$ cat src/rtl/pll_seq_pkg.sv
// Shared types and helpers for the PLL lock sequencer: state encoding,
// the loss-counter ceiling, and the width rule for the shared cycle counter.
package pll_seq_pkg;

    typedef enum logic [2:0] {
        IDLE,
        PLL_RST,
        WAIT_LOCK,
        SETTLE,
        RUN,
        FAIL
    } seq_state_t;

    localparam int LOCK_LOSS_MAX = 255;

    // The counter only ever has to hold (longest phase - 1), so clog2 of the
    // longest phase is enough; never let it collapse to zero bits.
    function automatic int cntWidth(input int rstCycles, input int timeout, input int settle);
        int longest;
        longest = rstCycles;
        if (timeout > longest) longest = timeout;
        if (settle > longest) longest = settle;
        return (longest < 2) ? 1 : $clog2(longest);
    endfunction

endpackage

$ cat src/rtl/pll_lock_sequencer_if.sv
// Control and status bundle between the PLL lock sequencer and its environment.
// The slave side is the sequencer; the master side drives enable and sees the PLL flag.
interface pll_lock_sequencer_if;

    logic       enable;
    logic       pll_lock;
    logic       pll_rst;
    logic       sys_rst;
    logic       ready;
    logic       fail;
    logic [3:0] retry_count;
    logic [7:0] lock_loss_count;

    modport master (
        output enable,
        output pll_lock,
        input  pll_rst,
        input  sys_rst,
        input  ready,
        input  fail,
        input  retry_count,
        input  lock_loss_count
    );

    modport slave (
        input  enable,
        input  pll_lock,
        output pll_rst,
        output sys_rst,
        output ready,
        output fail,
        output retry_count,
        output lock_loss_count
    );

endinterface

$ cat src/rtl/pll_lock_sequencer_sync_ff.sv
// N-stage single-bit synchroniser for bringing the asynchronous PLL lock flag
// into the reference clock domain. Clears to 0 so lock is never assumed at reset.
module sync_ff #(
    parameter int STAGES = 2
) (
    input  logic clk,
    input  logic reset,
    input  logic d_i,
    output logic q_o
);

    logic [STAGES-1:0] stage_q;

    // Shift the raw flag through the flop chain; only the last stage is used.
    always_ff @(posedge clk or posedge reset) begin
        if (reset) begin
            stage_q <= '0;
        end else begin
            stage_q <= {stage_q[STAGES-2:0], d_i};
        end
    end

    assign q_o = stage_q[STAGES-1];

endmodule

$ cat src/rtl/pll_lock_sequencer.sv
// PLL lock sequencer: pulses the PLL reset, waits for a stable synchronised
// lock, then releases the downstream reset. Lock loss re-sequences the PLL and
// repeated lock timeouts park the block in FAIL until enable is dropped.
module pll_lock_sequencer
    import pll_seq_pkg::*;
#(
    parameter int LOCK_SYNC_STAGES = 2,
    parameter int PLL_RST_CYCLES   = 16,
    parameter int LOCK_TIMEOUT     = 25000,
    parameter int SETTLE_CYCLES    = 256,
    parameter int MAX_RETRIES      = 7
) (
    input  logic clk,
    input  logic reset,
    pll_lock_sequencer_if.slave bus
);

    localparam int SYNC_N = (LOCK_SYNC_STAGES < 2) ? 2 : LOCK_SYNC_STAGES;
    localparam int CW     = cntWidth(PLL_RST_CYCLES, LOCK_TIMEOUT, SETTLE_CYCLES);

    localparam logic [CW-1:0] PRST_LAST    = CW'(PLL_RST_CYCLES - 1);
    localparam logic [CW-1:0] TIMEOUT_LAST = CW'(LOCK_TIMEOUT - 1);
    localparam logic [CW-1:0] SETTLE_LAST  = CW'(SETTLE_CYCLES - 1);
    localparam logic [3:0]    RETRY_LIMIT  = 4'(MAX_RETRIES);
    localparam logic [7:0]    LOSS_SAT     = 8'(LOCK_LOSS_MAX);

    seq_state_t    state_q, state_d;
    logic [CW-1:0] cnt_q, cnt_d;
    logic [3:0]    retry_q, retry_d;
    logic [7:0]    lossCnt_q, lossCnt_d;
    logic          pllRst_q, sysRst_q, ready_q, fail_q;
    logic          lockSync;
    logic          counting;
    logic [3:0]    retryInc;

    sync_ff #(
        .STAGES (SYNC_N)
    ) u_lockSync (
        .clk   (clk),
        .reset (reset),
        .d_i   (bus.pll_lock),
        .q_o   (lockSync)
    );

    // Next-state, counter and status decisions; a dropped enable overrides everything
    // except the lock-loss tally, which still records a loss seen in the same cycle.
    always_comb begin
        state_d   = state_q;
        retry_d   = retry_q;
        lossCnt_d = lossCnt_q;
        retryInc  = retry_q + 4'd1;
        counting  = (state_q == PLL_RST) || (state_q == WAIT_LOCK) || (state_q == SETTLE);

        case (state_q)
            IDLE: begin
                if (bus.enable) begin
                    retry_d = 4'd0;
                    state_d = PLL_RST;
                end
            end
            PLL_RST: begin
                if (cnt_q == PRST_LAST) begin
                    state_d = WAIT_LOCK;
                end
            end
            WAIT_LOCK: begin
                if (lockSync) begin
                    state_d = SETTLE;
                end else if (cnt_q == TIMEOUT_LAST) begin
                    retry_d = retryInc;
                    state_d = (retryInc == RETRY_LIMIT) ? FAIL : PLL_RST;
                end
            end
            SETTLE: begin
                if (!lockSync) begin
                    state_d = WAIT_LOCK;
                end else if (cnt_q == SETTLE_LAST) begin
                    state_d = RUN;
                end
            end
            RUN: begin
                if (!lockSync) begin
                    if (lossCnt_q != LOSS_SAT) begin
                        lossCnt_d = lossCnt_q + 8'd1;
                    end
                    retry_d = 4'd0;
                    state_d = PLL_RST;
                end
            end
            FAIL: begin
                state_d = FAIL;
            end
            default: begin
                state_d = IDLE;
            end
        endcase

        if (!bus.enable) begin
            state_d = IDLE;
            retry_d = retry_q;
        end

        if (state_d != state_q) begin
            cnt_d = '0;
        end else if (counting) begin
            cnt_d = cnt_q + CW'(1);
        end else begin
            cnt_d = cnt_q;
        end
    end

    // State, counters and all outputs registered together so outputs track the state exactly.
    always_ff @(posedge clk or posedge reset) begin
        if (reset) begin
            state_q   <= IDLE;
            cnt_q     <= '0;
            retry_q   <= 4'd0;
            lossCnt_q <= 8'd0;
            pllRst_q  <= 1'b1;
            sysRst_q  <= 1'b1;
            ready_q   <= 1'b0;
            fail_q    <= 1'b0;
        end else begin
            state_q   <= state_d;
            cnt_q     <= cnt_d;
            retry_q   <= retry_d;
            lossCnt_q <= lossCnt_d;
            pllRst_q  <= (state_d == IDLE) || (state_d == PLL_RST) || (state_d == FAIL);
            sysRst_q  <= (state_d != RUN);
            ready_q   <= (state_d == RUN);
            fail_q    <= (state_d == FAIL);
        end
    end

    assign bus.pll_rst         = pllRst_q;
    assign bus.sys_rst         = sysRst_q;
    assign bus.ready           = ready_q;
    assign bus.fail            = fail_q;
    assign bus.retry_count     = retry_q;
    assign bus.lock_loss_count = lossCnt_q;

endmodule

$ cat src/flat_wrapper.sv
// flat-port wrapper written by rule: the top's interface ports become plain ports
module pll_lock_sequencer_flat import pll_seq_pkg::*;
#(
    parameter int LOCK_SYNC_STAGES = 2,
    parameter int PLL_RST_CYCLES   = 16,
    parameter int LOCK_TIMEOUT     = 25000,
    parameter int SETTLE_CYCLES    = 256,
    parameter int MAX_RETRIES      = 7
)
  (clk, reset, bus_enable, bus_pll_lock, bus_pll_rst, bus_sys_rst, bus_ready, bus_fail, bus_retry_count, bus_lock_loss_count);
  pll_lock_sequencer_if bus_i ();
  input  logic clk;
  input  logic reset;
  input wire logic [$bits(bus_i.enable)-1:0] bus_enable;
  input wire logic [$bits(bus_i.pll_lock)-1:0] bus_pll_lock;
  output wire logic [$bits(bus_i.pll_rst)-1:0] bus_pll_rst;
  output wire logic [$bits(bus_i.sys_rst)-1:0] bus_sys_rst;
  output wire logic [$bits(bus_i.ready)-1:0] bus_ready;
  output wire logic [$bits(bus_i.fail)-1:0] bus_fail;
  output wire logic [$bits(bus_i.retry_count)-1:0] bus_retry_count;
  output wire logic [$bits(bus_i.lock_loss_count)-1:0] bus_lock_loss_count;
  assign bus_i.enable = bus_enable;
  assign bus_i.pll_lock = bus_pll_lock;
  assign bus_pll_rst = bus_i.pll_rst;
  assign bus_sys_rst = bus_i.sys_rst;
  assign bus_ready = bus_i.ready;
  assign bus_fail = bus_i.fail;
  assign bus_retry_count = bus_i.retry_count;
  assign bus_lock_loss_count = bus_i.lock_loss_count;
  pll_lock_sequencer #(.LOCK_SYNC_STAGES(LOCK_SYNC_STAGES), .PLL_RST_CYCLES(PLL_RST_CYCLES), .LOCK_TIMEOUT(LOCK_TIMEOUT), .SETTLE_CYCLES(SETTLE_CYCLES), .MAX_RETRIES(MAX_RETRIES)) u_core (.clk(clk), .reset(reset), .bus(bus_i));
endmodule
$ cat config.mk
export PLATFORM = sky130hd
export DESIGN_NAME = pll_lock_sequencer_flat
export DESIGN_NICKNAME = d
export VERILOG_FILES = /design/src/rtl/pll_seq_pkg.sv /design/src/rtl/pll_lock_sequencer_if.sv /design/src/rtl/pll_lock_sequencer_sync_ff.sv /design/src/rtl/pll_lock_sequencer.sv /design/src/flat_wrapper.sv
export SDC_FILE = /design/constraint.sdc
export NUM_CORES = 1
export LEC_CHECK = 0
export ABC_AREA = 1
export CAP_MARGIN = 20
export CORE_MARGIN = 3
export CORE_UTILIZATION = 42
export DETAILED_ROUTE_END_ITERATION = 6
export PLACE_DENSITY = 0.69
export REMOVE_ABC_BUFFERS = 1
export SLEW_MARGIN = 20
export SYNTH_ARGS = -nofsm -noshare
export SYNTH_HDL_FRONTEND = slang
export SYNTH_SLANG_ARGS = --single-unit
$ cat constraint.sdc
create_clock -name clk -period 2.35 [get_ports clk]
set_clock_uncertainty 0.15 [all_clocks]
set_input_delay 0.5875 -clock clk [delete_from_list [all_inputs] [get_ports clk]]
set_output_delay 0.5875 -clock clk [all_outputs]
set_load 0.05 [all_outputs]
==> impl_metrics.json <==
{
  "worst_ep_arrival_time_ns": 1.55,
  "start_kind": "register",
  "holdCritStartpoint": "u_core.u_lockSync.stage_q[0]",
  "r2r_cells": 14,
  "wl_mm": 3.43,
  "slowest_stage": "clkdlybuf4s50_1",
  "hold_viol": 0,
  "synthesis.area_um2": 2010,
  "fin_crit_ns": 2.28,
  "route.met2.wl_mm": 1.49,
  "top_layer": "met4",
  "place_hpwl_mm": 2.52,
  "die_area_um2": 5650,
  "min_path_type": "reg -> reg",
  "htree_levels": 2,
  "layout-drive-gt1-share_pct": 20.4,
  "hold_end": "u_core.u_lockSync.stage_q[1]",
  "place.gp.congestion": 0.870,
  "vias_per_cell": 4.75,
  "critPathKind": "reg -> out",
  "power_uw": 1200,
  "synth_top_cell_area_share_pct": 42.4,
  "start_util_pct": 44.9,
  "worstPathMaxFanout": 5,
  "grt_overflow": 0,
  "max_stage_delay_ns": 0.84,
  "core-area_um2": 4470,
  "p_switching_uw": 295,
  "netlist_instances": 231,
  "nets": 267,
  "grt_pass1_wl_mm": 5.88,
  "reg2reg_from": "u_core.cnt_q[0]",
  "comb_power_share_pct": 9.5,
  "reg2reg_setup_slack_ns": 0.25,
  "clkLatencyLatePin_ns": 0.28,
  "dpl_cell_area_um2": 2270,
  "syn_to_final_growth_pct": 18.0,
  "internal-power_uw": 902,
  "antenna_found_initial": 0,
  "crit_buf_inv": 1,
  "status": "completed",
  "wl_met1_mm": 1.73,
  "tightest_slew_ns": 0.504,
  "worstPathCellList": "clkdlybuf4s50_1",
  "tritoncts": "built",
  "setup_viol": 0,
  "required_ns": 1.61,
  "num_rows": 24,
  "drtIter0Drc": 43,
  "pwr-share-seq_pct": 53.5,
  "r2r_end": "u_core.cnt_q[7]",
  "final_area_um2": 2370,
  "cts_setup_buffers": 0,
  "root_buffer": "clkbuf_8",
  "leakage_uw": 0.00110,
  "grt_max_degree": 37,
  "met3_wirelength_um": 142,
  "clockBufferDepth": 2,
  "clkPwrFrac_pct": 37.0,
  "slew_violations": 0,
  "grt_pass1_vias": 1377,
  "ioPinCount": 20,
  "die_width_um": 75.1,
  "ys_seq_elements": 36,
  "synth_area_leader_cell": "dfrtp_1",
  "synthTopCellsByArea": "dfrtp_1 42%, nand2_1 8.4%, xor2_1 6.5%",
  "post-route-period-util_pct": 97.2,
  "seq_area_frac_synth_pct": 45.0,
  "maxCapViolations": 0,
  "slew_headroom_pct": 66.3,
  "yosysUniqueCellTypes": 33,
  "cpLargestDelayFamily": "buffers and inverters",
  "endpoint_kind": "output pin",
  "finalSetupTns_ns": 0,
  "wl_per_cell_um": 11.0,
  "grt_usage_pct": 13.7,
  "cts_buffers": 5,
  "dr_total_vias": 1481,
  "swShare_pct": 24.6,
  "drc": 0,
  "vdd_drop_max_uv": 246,
  "diodes": 0,
  "whs_path_depth": 0,
  "port-buffer-count": 19,
  "ys_warn_count": 0,
  "synth_area_per_cell_um2": 8.69,
  "clkTransAtPathRegs_ns": 0.07,
  "first_pass_iters": 4,
  "drtAntennaViolNets": 0,
  "die_y_um": 75.1,
  "power_density_nw_per_um2": 505,
  "cts.sinks": 36,
  "max_freq_mhz": 438,
  "rsz0062_at_grt": "no"
}
## registers in the layout (all words and copies together) (netlist names)
name,flops
u_core.u_lockSync.stage_q,2
u_core.bus.retry_count,4
u_core.bus.pll_rst,1
u_core.cnt_q,15
u_core.bus.lock_loss_count,8
u_core.bus.ready,1
u_core.state_q,3
u_core.bus.sys_rst,1
u_core.bus.fail,1
## cell type report
class,instances,area [um2]
fillers,424,2100
inverters,29,111
clock buffers,6,82.6
clock inverters,2,10.0
repair buffers,22,220
multi-input cells,165,977
well taps,52,65.1
flip-flops and latches,36,903
## Yosys cell counts, drive strengths merged
cell type  instances
nand2             53
nor2              44
dfrtp             34
inv               27
nand3             20
xor2              15
o21ai              9
a21oi              4
ha                 4
xnor2              4
a31oi              2
clkinv             2
dfstp              2
nand3b             2
nand4              2
and3               1
buf                1
mux2i              1
nor3               1
o211ai             1
o21bai             1
or2                1
## power by group through the flow
| stage | logic [uW] | registers, uW | clock network (uW) |
|---|---|---|---|
| final | 114 | 640 | 442 |
| after global routing | 124 | 641 | 486 |
| after CTS | 116 | 640 | 461 |
| after detailed placement | 115 | 652 | 0 |
| after global placement | 115 | 651 | 0 |
| after floorplan | 71.8 | 657 | 0 |
## per-stage QoR
stage	setup WS, ns	hold slack [ns]	std cells	utilization (%)
4_1_cts	0.0515	0.220	312	52.9
3_5_place_dp	0.284	0.204	304	50.8
5_1_grt	0.000223	0.224	312	53.0
6_report	0.0655	0.217	312	53.0
2_1_floorplan	0.188	0.181	230	-
3_3_place_gp	0.302	0.183	304	50.8
## placed cells by master, fill, tap and decap left out, types with 2 or more instances in the layout
master	count
nand2_2	8
clkinv_1	2
xnor2_1	4
nand2_1	45
clkinv_2	2
nand3_1	18
nor2_2	3
nand4_1	2
clkdlybuf4s50_1	17
dfrtp_1	34
dfstp_2	2
inv_1	19
clkbuf_8	6
nor2_1	30
o21ai_2	3
o21ai_0	5
inv_2	7
a21oi_1	3
ha_1	4
xor2_1	15
nand3b_1	2
buf_4	4
nor2_4	11
## cell families (layout without fill, tap and decap cells)
logic type,after synthesis,count (layout),synth area share (%)
AO/OA/AOI/OAI,17,17,5.48
XOR/XNOR,19,19,8.29
adder cells (fa/ha/maj),4,4,2.49
buffers and inverters,30,59,6.54
flip-flops,36,36,45.0
multiplexers,1,1,0.498
AND/OR/NAND/NOR,124,124,31.7
## worst max-delay path by stage
stage	startpoint	end	slack [ns]	cells past startpoint
CTS	u_core.bus.lock_loss_count[2]	bus_lock_loss_count[2]	0.05	1
global route	u_core.bus.lock_loss_count[6]	bus_lock_loss_count[6]	0.0002	1
detailed placement	bus_enable	u_core.cnt_q[14]	0.28	7
global placement	bus_enable	u_core.cnt_q[9]	0.30	7
floorplan	u_core.bus.retry_count[1]	u_core.cnt_q[14]	0.19	10
finish	u_core.bus.lock_loss_count[2]	bus_lock_loss_count[2]	0.07	1
## routing by layer
layer / vias up / global-route usage [%]
li1: 775 / -
met1: 673 / 18.8
met2: 26 / 20.5
met5: - / 0
met4: 0 / 4.66
met3: 7 / 4.41
## repair_timing
action                     4_1_cts  5_1_grt
hold buffers                     0        0
gates resized for setup          0        1
setup endpoints to repair        0        1
(Power assumes the default switching activity.)
==> RTL change: new RTL, same flow settings <==
Make the reset (`reset`) synchronous in 2 clocked blocks. Comments in the files are not updated.
--- a/src/rtl/pll_lock_sequencer_sync_ff.sv
+++ b/src/rtl/pll_lock_sequencer_sync_ff.sv
@@ -12,7 +12,7 @@
     logic [STAGES-1:0] stage_q;
 
     // Shift the raw flag through the flop chain; only the last stage is used.
-    always_ff @(posedge clk or posedge reset) begin
+    always_ff @(posedge clk) begin
         if (reset) begin
             stage_q <= '0;
         end else begin
--- a/src/rtl/pll_lock_sequencer.sv
+++ b/src/rtl/pll_lock_sequencer.sv
@@ -110,7 +110,7 @@
     end
 
     // State, counters and all outputs registered together so outputs track the state exactly.
-    always_ff @(posedge clk or posedge reset) begin
+    always_ff @(posedge clk) begin
         if (reset) begin
             state_q   <= IDLE;
             cnt_q     <= '0;
Function: no difference found for any inputs over 10 cycles, from zero or initial values and one cycle with reset high; that may be too few to reach the edited logic, so the function may still have changed.
==> RTL change against the unedited design <==
Synthesized area fell by 7.0%. Global-route usage up 0.67 points. Total power down 3.4%. Cell area shrank 7.2%. Setup slack gained 0.028 ns. Sequential power shrank 2%. Routed wire length about the same. Non-clock buffer count fell by 1. Sequential cell count stayed put. Critical path type unchanged. Critical endpoint is now bus_retry_count[2]. Largest cell class unchanged. Largest power group unchanged. Highest routed layer unchanged.
==> RTL change: results (changes against the unedited design) <==
Worst setup path
  • Top delay family on crit path: buffers and inverters (unchanged)
  • CP max-delay cell: clkdlybuf4s50_1 (unchanged)
  • Crit path max fanout: 4 (was 5)
  • Critical Path AT: 1.52 ns (was 1.55 ns)
  • Internal reg-to-reg setup slack: 0.29 ns (was 0.25 ns)
  • Max incr delay on CP: 0.84 ns (about the same)

Clock network
  • Clock buffer depth: 2 (unchanged)
  • Setup Buffers After CTS: 0 (unchanged)
  • Clk_lat worst skew: 0.28 ns (about the same)
  • Number of CTS-inserted buffers: 5 (unchanged)
  • CTS clk-pin slew, worst paths: 0.07 ns (about the same)
  • Root cell of the clock tree: clkbuf_8 (unchanged)
  • CTS HTree Levels: 2 (unchanged)

Route
  • DRT Pass-1 Iters: 4 (unchanged)
  • Drt first-iter violations: 66 (was 43)
  • Post-Route WL: 3430 um (about the same)
  • Via count: 1560 (was 1481)

Layout
  • Largest reg by FF count: u_core.cnt_q (unchanged)
  • ANT cells: 0 (unchanged)
  • Fin nets: 285 (was 267)
  • Share of layout cells above drive strength 1: 14.4% (was 20.4%)
  • Max FFs per register: 15 (unchanged)

Placed design
  • Placement Cell Area: 2100 um^2 (was 2270 um^2)
  • HPWL after DPL: 2530 um (was 2520 um)
  • Post-Place Setup Slack: 0.110 ns (was 0.284 ns)
  • Buffers added on ports: 19 (unchanged)
  • Gp weighted congestion: 0.860 (was 0.870)

Outcome
  • Status: complete, no violations (unchanged)

Synth
  • Top cells by area, synth: dfxtp_1 39%, nand2_1 9.4%, nor2_1 6.8% (was dfrtp_1 42%, nand2_1 8.4%, xor2_1 6.5%)
  • Top post-synthesis cells by count: 47 x nand2_1, 36 x dfxtp_1, 34 x nor2_1 (was 45 x nand2_1, 34 x dfrtp_1, 30 x nor2_1)
  • Asr flop ratio synth: 0% (was 100%)
  • Sequential share of the synthesized area: 38.6% (was 45.0%)
  • Synth warn: 0 (unchanged)
  • Unique masters post-synth: 33 (unchanged)

Global route
  • Pin count of the biggest net entering global routing: 16 (was 37)
  • Vias in the first global route: 1405 (was 1377)
  • First-pass GRT wire length: 5920 um (was 5880 um)
  • Initial antenna violation count: 0 (unchanged)
  • GRT Util Overall: 14.4% (was 13.7%)

Power and ir drop
  • Static leakage: 0.900 nW (was 1.10 nW)
  • Worst IR Drop VDD: 0.280 mV (was 0.246 mV)

Timing
  • Setup ws final: 0.0937 ns (was 0.0655 ns)
  • Pins Over Slew Limit: 0 (unchanged)
  • Slew of the pin with the lowest slew margin: 0.499 ns (was 0.504 ns)
  • Final setup violation count: 0 (unchanged)

Min path
  • HP Class: register to register (unchanged)
-- RTL change: final timing paths --
path                                              startpoint                           end  cells past startpoint
worst max-delay path               u_core.bus.retry_count[2]            bus_retry_count[2]                      1
worst min-delay path            u_core.u_lockSync.stage_q[0]  u_core.u_lockSync.stage_q[1]                      2
worst max register to register               u_core.cnt_q[0]               u_core.cnt_q[2]                     15
worst min register to register  u_core.u_lockSync.stage_q[0]  u_core.u_lockSync.stage_q[1]                      2
-- RTL change: final cells by class --
class | instances | area [um^2]
fill | 418 | 1940
multi-input combinational | 181 | 1000
sequential | 36 | 721
timing repair buffer | 21 | 205
inverter | 32 | 120
clock buffer | 8 | 90.1
tap | 50 | 62.6
-- RTL change: cells by family after synthesis --
group           Yosys count  synth area share, %
mux                       1                0.536
xor+xnor                 17                 7.97
fa+ha+maj                 4                 2.68
compound gates           27                 8.44
buf+inv                  37                 8.10
flops                    36                 38.6
simple gates            132                 33.7
-- RTL change: metrics by stage --
step | hold slack [ns] | cells
floorplan | 0.238 | 249
global placement | 0.247 | 320
detailed placement | 0.263 | 320
CTS | 0.272 | 328
global route | 0.303 | 328
finish | 0.268 | 328
-- RTL change: power by group --
group	switching, mW	internal [mW]
combinational	0.0555	0.0288
sequential	0.00984	0.618
clock	0.205	0.239
total	0.270	0.885
-- RTL change: per-layer routing --
metal / part of all wire [%] / wire length (um) / global-route usage (%) / up-vias
li1: - / - / - / 846
met1: 52 / 1780 / 18.9 / 693
met2: 45 / 1540 / 21.9 / 19
met3: 2.1 / 73 / 3.72 / 2
met4: 1.3 / 44 / 6.76 / 0
met5: 0 / 0 / 0 / -
-- RTL change: what timing repair did --
action / CTS / global route
gates resized for setup: 0 / 1
hold endpoints to repair: 0 / 0
setup endpoints to repair: 0 / 15
